File: config.mk
export PLATFORM = sky130hd
export DESIGN_NAME = multicycle_controller
export DESIGN_NICKNAME = d
export VERILOG_FILES = /design/src/rtl/multicycle_controller.sv
export SDC_FILE = /design/constraint.sdc
export NUM_CORES = 1
export LEC_CHECK = 0
export BUFFER_PORTS_ARGS = -buffer_cell sky130_fd_sc_hd__buf_2
export CORE_MARGIN = 2
export CORE_UTILIZATION = 40
export CTS_BUF_LIST = sky130_fd_sc_hd__clkbuf_4 sky130_fd_sc_hd__clkbuf_8
export DETAILED_ROUTE_END_ITERATION = 8
export PLACE_DENSITY = 0.62
export SYNTH_ARGS = -nofsm -noshare
export SYNTH_HDL_FRONTEND = slang
export SYNTH_SLANG_ARGS = --single-unit
File: constraint.sdc
create_clock -name clk -period 1.9 [get_ports clk]
set_clock_uncertainty 0.1 [all_clocks]
set_input_delay 0.285 -clock clk [delete_from_list [all_inputs] [get_ports clk]]
set_output_delay 0.285 -clock clk [all_outputs]
set_load 0.03 [all_outputs]
File: src/rtl/multicycle_controller.sv
// Multicycle control unit: Moore FSM sequencing fetch/decode/execute/memory/
// writeback for the 5-bit-opcode CPU, with mem_ready stalls, BNE, a sticky
// illegal-opcode trap and a retired-instruction counter.
module multicycle_controller #(
  parameter int unsigned OP_W     = 5,
  parameter int unsigned FUNCT_W  = 6,
  parameter int unsigned ALUCTL_W = 3,
  parameter int unsigned CNT_W    = 16,
  parameter int unsigned OP_RTYPE = 0,
  parameter int unsigned OP_LW    = 1,
  parameter int unsigned OP_SW    = 2,
  parameter int unsigned OP_BEQ   = 3,
  parameter int unsigned OP_BNE   = 4,
  parameter int unsigned OP_ADDI  = 5,
  parameter int unsigned OP_J     = 6
) (
  input  logic                clk,
  input  logic                rst_n,
  input  logic [OP_W-1:0]     op,
  input  logic [FUNCT_W-1:0]  funct,
  input  logic                zero,
  input  logic                mem_ready,
  output logic                pcen,
  output logic                irwrite,
  output logic                iord,
  output logic                memread,
  output logic                memwrite,
  output logic                memtoreg,
  output logic                regdst,
  output logic                regwrite,
  output logic                alusrca,
  output logic [1:0]          alusrcb,
  output logic [1:0]          pcsrc,
  output logic [ALUCTL_W-1:0] alucontrol,
  output logic                illegal,
  output logic [CNT_W-1:0]    retired,
  output logic [3:0]          state
);

  localparam logic [ALUCTL_W-1:0] ALU_ADD = ALUCTL_W'(3'b010);
  localparam logic [ALUCTL_W-1:0] ALU_SUB = ALUCTL_W'(3'b110);
  localparam logic [ALUCTL_W-1:0] ALU_AND = ALUCTL_W'(3'b000);
  localparam logic [ALUCTL_W-1:0] ALU_OR  = ALUCTL_W'(3'b001);
  localparam logic [ALUCTL_W-1:0] ALU_SLT = ALUCTL_W'(3'b111);

  typedef enum logic [3:0] {
    S_FETCH  = 4'd0,
    S_DECODE = 4'd1,
    S_MEMADR = 4'd2,
    S_MEMRD  = 4'd3,
    S_MEMWB  = 4'd4,
    S_MEMWR  = 4'd5,
    S_EXEC   = 4'd6,
    S_ALUWB  = 4'd7,
    S_ADDIEX = 4'd8,
    S_ADDIWB = 4'd9,
    S_BRANCH = 4'd10,
    S_JUMP   = 4'd11,
    S_TRAP   = 4'd12
  } state_e;

  state_e             state_q, state_d;
  logic               is_sw_q, is_sw_d;
  logic               is_bne_q, is_bne_d;
  logic [CNT_W-1:0]   retired_q;
  logic               retire_c;
  logic               funct_ok_c;
  logic [ALUCTL_W-1:0] funct_alu_c;

  // State, decode flags and retired counter; reset aborts any instruction
  always_ff @(posedge clk) begin
    if (!rst_n) begin
      state_q   <= S_FETCH;
      is_sw_q   <= 1'b0;
      is_bne_q  <= 1'b0;
      retired_q <= '0;
    end else begin
      state_q  <= state_d;
      is_sw_q  <= is_sw_d;
      is_bne_q <= is_bne_d;
      if (retire_c) retired_q <= retired_q + CNT_W'(1);
    end
  end

  // R-type funct to ALU operation; unknown funct flags a trap
  always_comb begin
    funct_ok_c  = 1'b1;
    funct_alu_c = ALU_ADD;
    case (funct)
      FUNCT_W'(6'b100000): funct_alu_c = ALU_ADD;
      FUNCT_W'(6'b100010): funct_alu_c = ALU_SUB;
      FUNCT_W'(6'b100100): funct_alu_c = ALU_AND;
      FUNCT_W'(6'b100101): funct_alu_c = ALU_OR;
      FUNCT_W'(6'b101010): funct_alu_c = ALU_SLT;
      default:             funct_ok_c  = 1'b0;
    endcase
  end

  // Next-state logic; op is captured into flags only in DECODE
  always_comb begin
    state_d  = state_q;
    is_sw_d  = is_sw_q;
    is_bne_d = is_bne_q;
    retire_c = 1'b0;
    case (state_q)
      S_FETCH:  if (mem_ready) state_d = S_DECODE;
      S_DECODE: begin
        is_sw_d  = (op == OP_W'(OP_SW));
        is_bne_d = (op == OP_W'(OP_BNE));
        if (op == OP_W'(OP_LW) || op == OP_W'(OP_SW))       state_d = S_MEMADR;
        else if (op == OP_W'(OP_RTYPE))                      state_d = S_EXEC;
        else if (op == OP_W'(OP_ADDI))                       state_d = S_ADDIEX;
        else if (op == OP_W'(OP_BEQ) || op == OP_W'(OP_BNE)) state_d = S_BRANCH;
        else if (op == OP_W'(OP_J))                          state_d = S_JUMP;
        else                                                 state_d = S_TRAP;
      end
      S_MEMADR: state_d = is_sw_q ? S_MEMWR : S_MEMRD;
      S_MEMRD:  if (mem_ready) state_d = S_MEMWB;
      S_MEMWB: begin
        retire_c = 1'b1;
        state_d  = S_FETCH;
      end
      S_MEMWR: begin
        if (mem_ready) begin
          retire_c = 1'b1;
          state_d  = S_FETCH;
        end
      end
      S_EXEC:   state_d = funct_ok_c ? S_ALUWB : S_TRAP;
      S_ADDIEX: state_d = S_ADDIWB;
      S_ALUWB, S_ADDIWB, S_BRANCH, S_JUMP: begin
        retire_c = 1'b1;
        state_d  = S_FETCH;
      end
      S_TRAP:   state_d = S_TRAP;
      default:  state_d = S_FETCH;
    endcase
  end

  // Moore output decode; write enables are suppressed while reset is held
  always_comb begin
    pcen       = 1'b0;
    irwrite    = 1'b0;
    iord       = 1'b0;
    memread    = 1'b0;
    memwrite   = 1'b0;
    memtoreg   = 1'b0;
    regdst     = 1'b0;
    regwrite   = 1'b0;
    alusrca    = 1'b0;
    alusrcb    = 2'b00;
    pcsrc      = 2'b00;
    alucontrol = ALU_ADD;
    illegal    = 1'b0;
    case (state_q)
      S_FETCH: begin
        memread = 1'b1;
        alusrcb = 2'b01;
        irwrite = mem_ready;
        pcen    = mem_ready;
      end
      S_DECODE: alusrcb = 2'b11;
      S_MEMADR: begin
        alusrca = 1'b1;
        alusrcb = 2'b10;
      end
      S_MEMRD: begin
        memread = 1'b1;
        iord    = 1'b1;
      end
      S_MEMWB: begin
        regwrite = 1'b1;
        memtoreg = 1'b1;
      end
      S_MEMWR: begin
        memwrite = 1'b1;
        iord     = 1'b1;
      end
      S_EXEC: begin
        alusrca    = 1'b1;
        alucontrol = funct_alu_c;
      end
      S_ALUWB: begin
        regwrite = 1'b1;
        regdst   = 1'b1;
      end
      S_ADDIEX: begin
        alusrca = 1'b1;
        alusrcb = 2'b10;
      end
      S_ADDIWB: regwrite = 1'b1;
      S_BRANCH: begin
        alusrca    = 1'b1;
        alucontrol = ALU_SUB;
        pcsrc      = 2'b01;
        pcen       = zero ^ is_bne_q;
      end
      S_JUMP: begin
        pcsrc = 2'b10;
        pcen  = 1'b1;
      end
      S_TRAP:  illegal = 1'b1;
      default: ;
    endcase
    if (!rst_n) begin
      pcen     = 1'b0;
      irwrite  = 1'b0;
      memwrite = 1'b0;
      regwrite = 1'b0;
      memread  = 1'b0;
    end
  end

  assign retired = retired_q;
  assign state   = state_q;

endmodule

==> results.md <==
- Initial Util: 41.1%
- Unrepaired setup endpoints after global routing: yes
- Clock latency on the worst-skew pair: 0.26 ns
- Sequential cell area: 453 sq um
- Synthesized flop and latch total: 22
- First-pass GRT wire length: roughly 7300 microns
- Status: complete, but fails checks
- CTS tree: done
- Worst path buffer plus inverter count: 1
- Clk sink count: 22
- Total track usage: roughly a fifth
- Ys flop type: dfxtp_1
- CP Cell Sequence: nand2b_4 > or3_4 > or4_4 > buf_6
- Detail Placement HPWL: 3430 microns
- Crit-path slowest cell: or4_4
- VDD IR-drop max: 0.669 mV
- Final worst path period need: 2.09 ns
- Hold Violations, Final: 0
- Core Area: 3940 sq um
- Post-route setup slack: -0.186 ns
- Layout net count: 307
- Htree depth: 1
- Finished Layout Cells: 340
- Clk root buf: clkbuf_8
- Post-Synthesis Cells: between 200 and 250
- Area of the mapped netlist: 1620 sq um
- Worst setup EP type: output pin
- Iter 0 DRT Violations: between 80 and 90
- Via density: 5.46
- Post-Route WL: 5050 microns
- Relative slew slack: between 60% and 70%
- Diode count: 0
- DR DRC count: 0
- Slew at the pin closest to its max-slew limit: around 0.53 ns
- Critical path's top delay family: simple AND/OR/NAND/NOR gates
- Share of cells above drive strength 1: 42.4%
- Initial antenna violation count: 0
- Ports: 52
- Die height: 67.7 microns
- Number of enable flip-flop cells after synthesis: 0
- Post-synth net total: 231
- Rows: 23
- Max cap viols: 0
- Iteration count of the initial detailed-routing pass: 4
- Grt total ovfl: 0
- Sequential area share after synthesis: 27.2%
- GPL Wtd Cong: 0.918
- Crit path launch type: flip-flop
- Area contributors post-synth: dfxtp_1 (27%), nand2b_1 (8.5%), mux2i_1 (8.0%)
- Final Cycle Share: 110%
- Post-Place Cells: 327
- Post-Layout Inst Area: 2530 sq um
- Violated checks: negative setup slack
- Die area: 4580 sq um
- Final hold slack: 0.262 ns
- DP Area: roughly 2100 sq um
- CP arrival: 1.70 ns
- Avg Inst Size Synth: 7.54 sq um
- Via count: 1,858
- Dpl ws: 0.0201 ns
- Setup violations, final: 9
- CP required: about 1.5 ns
- CTS clk-pin slew, worst paths: 0.08 ns
- Async SR Flop Fraction: 0%
- Synth top area share: 27.2%
- YS warnings: 0
- Yosys cell types: 49
- Power per cell area: 934 nW/um^2
- Clock buffer depth: 2
- Area of the multi-input gates: 1340 sq um
- Area Overhead vs Synth: 56.1%
- Crit Path Class: reg -> out
- Crit-path max cell delay: 0.42 ns
- Leakage power: around 0.0010 uW
- Die Width: approximately 68 microns
- Port buffer count: 51
- FMAX: 479 MHz
- Layout fillers: 321
- Largest net degree at the start of global routing: 23
- Num CTS Buffers: 3
- Hold WC Path Type: in -> reg
- Largest area contributor in the netlist: dfxtp_1
- Final core utilization: 64.2%
- Hold buffers post-CTS: 0
- Number of global-route vias before repair: roughly 1,600
- ANT nets after route: 0
- Slew Viols, Final: 0
- Max Fanout on Critical Path: 2
- DR WL/cell: between 10 and 15 microns
area by class of cell:
cell class | count | area share [%]
Clock buffer | 4 | 1.93
Timing Repair Buffer | 83 | 23.4
Tap cell | 50 | 2.47
Multi-Input combinational cell | 173 | 53.1
Inverter | 8 | 1.19
Sequential cell | 22 | 17.9
registers in the layout (all words and copies together), names as in the netlist:
signal	flops
is_bne_q	1
state	4
retired	16
is_sw_q	1
worst register-to-register path: stages, from the launching register on:
cell and delay (ns):
dfxtp_4 0.35, buf_4 0.14, buf_4 0.14, or4b_4 0.53, nor4_4 0.20, a31oi_1 0.16
a311oi_1 0.33
per-stage QoR:
stage	setup TNS (ns)	power [uW]
final	-0.767	2360
after detailed placement	0	1570
after floorplan	0	1230
after global placement	0	1580
after global routing	-1.29	2480
after CTS	-0.673	2090
logic make-up (layout without fill, tap and decap cells):
kind of cell    count (synthesis)  in the layout  synth area share (%)
compound gates                 47             47                  20.3
simple gates                  108            108                  36.6
buf+inv                        20             95                  4.86
flops                          22             22                  27.2
mux                            14             14                  8.72
xor+xnor                        3              3                  1.62
fa+ha+maj                       1              1                 0.771
layer usage:
layer | vias up | wire [microns] | track usage (%)
met5 | - | 0 | 0
met4 | 0 | 91 | 3.83
met3 | 8 | 227 | 3.00
met2 | 53 | 2490 | 35.7
met1 | 849 | 2240 | 28.7
li1 | 948 | - | -
worst paths after layout:
check / from / end / slack, ns / cells past startpoint
worst min register to register: retired[14]$_SDFFE_PN0P_ / retired[14]$_SDFFE_PN0P_ / 0.38 / 2
worst max register to register: state[3]$_SDFFE_PN0P_ / state[0]$_SDFFE_PN0P_ / -0.16 / 6
worst max-delay path: state[3]$_SDFFE_PN0P_ / alucontrol[1] / -0.19 / 4
worst min-delay path: op[1] / is_sw_q$_SDFFE_PN0P_ / 0.26 / 3
synth_stat cells, types with 2 or more instances:
master     instances
nand4_1            6
a21oi_1           11
or3b_1             3
o22ai_1            2
a2111oi_0          3
nand2_1           25
a2111oi_1          4
a311oi_1           3
clkbuf_1           8
o21ai_0            4
nor2b_1            2
o21ai_1            4
a31oi_1            3
nor3_1            10
mux2i_1           13
buf_2              3
inv_1              7
a32oi_1            2
nor4_1             2
nor2_1            16
nand3_1            6
or3_1              4
xor2_1             2
and3_1             2
nand2b_1          22
and2_1             2
a211oi_1           3
dfxtp_1           22
where the power goes:
group	internal, uW	switching, uW
clock network	164	152
logic	652	860
registers	503	32.3
total	1320	1040
repair_timing:
action / 4_1_cts / 5_1_grt
pin swaps: 7 / 10
endpoints found under the setup margin: 7 / 19
resized for setup: 31 / 39
buffers inserted: 7 / 2
cell usage in the layout, fill, tap and decap left out, drive strengths merged, types with 2 or more instances in the layout:
| cell | n |
|---|---|
| nand4 | 6 |
| a31oi | 3 |
| nor2b | 2 |
| clkbuf | 4 |
| o21ai | 8 |
| and3 | 2 |
| and2 | 2 |
| xor2 | 2 |
| mux2i | 13 |
| a2111oi | 7 |
| a21oi | 11 |
| or3 | 4 |
| a211oi | 3 |
| nor3 | 10 |
| inv | 7 |
| o22ai | 2 |
| a311oi | 3 |
| nor2 | 16 |
| nand2b | 22 |
| nor4 | 3 |
| nand3 | 6 |
| or3b | 3 |
| a32oi | 2 |
| nand2 | 25 |
| buf | 83 |
| dfxtp | 22 |
No activity file was read; power rests on OpenSTA's default activity.
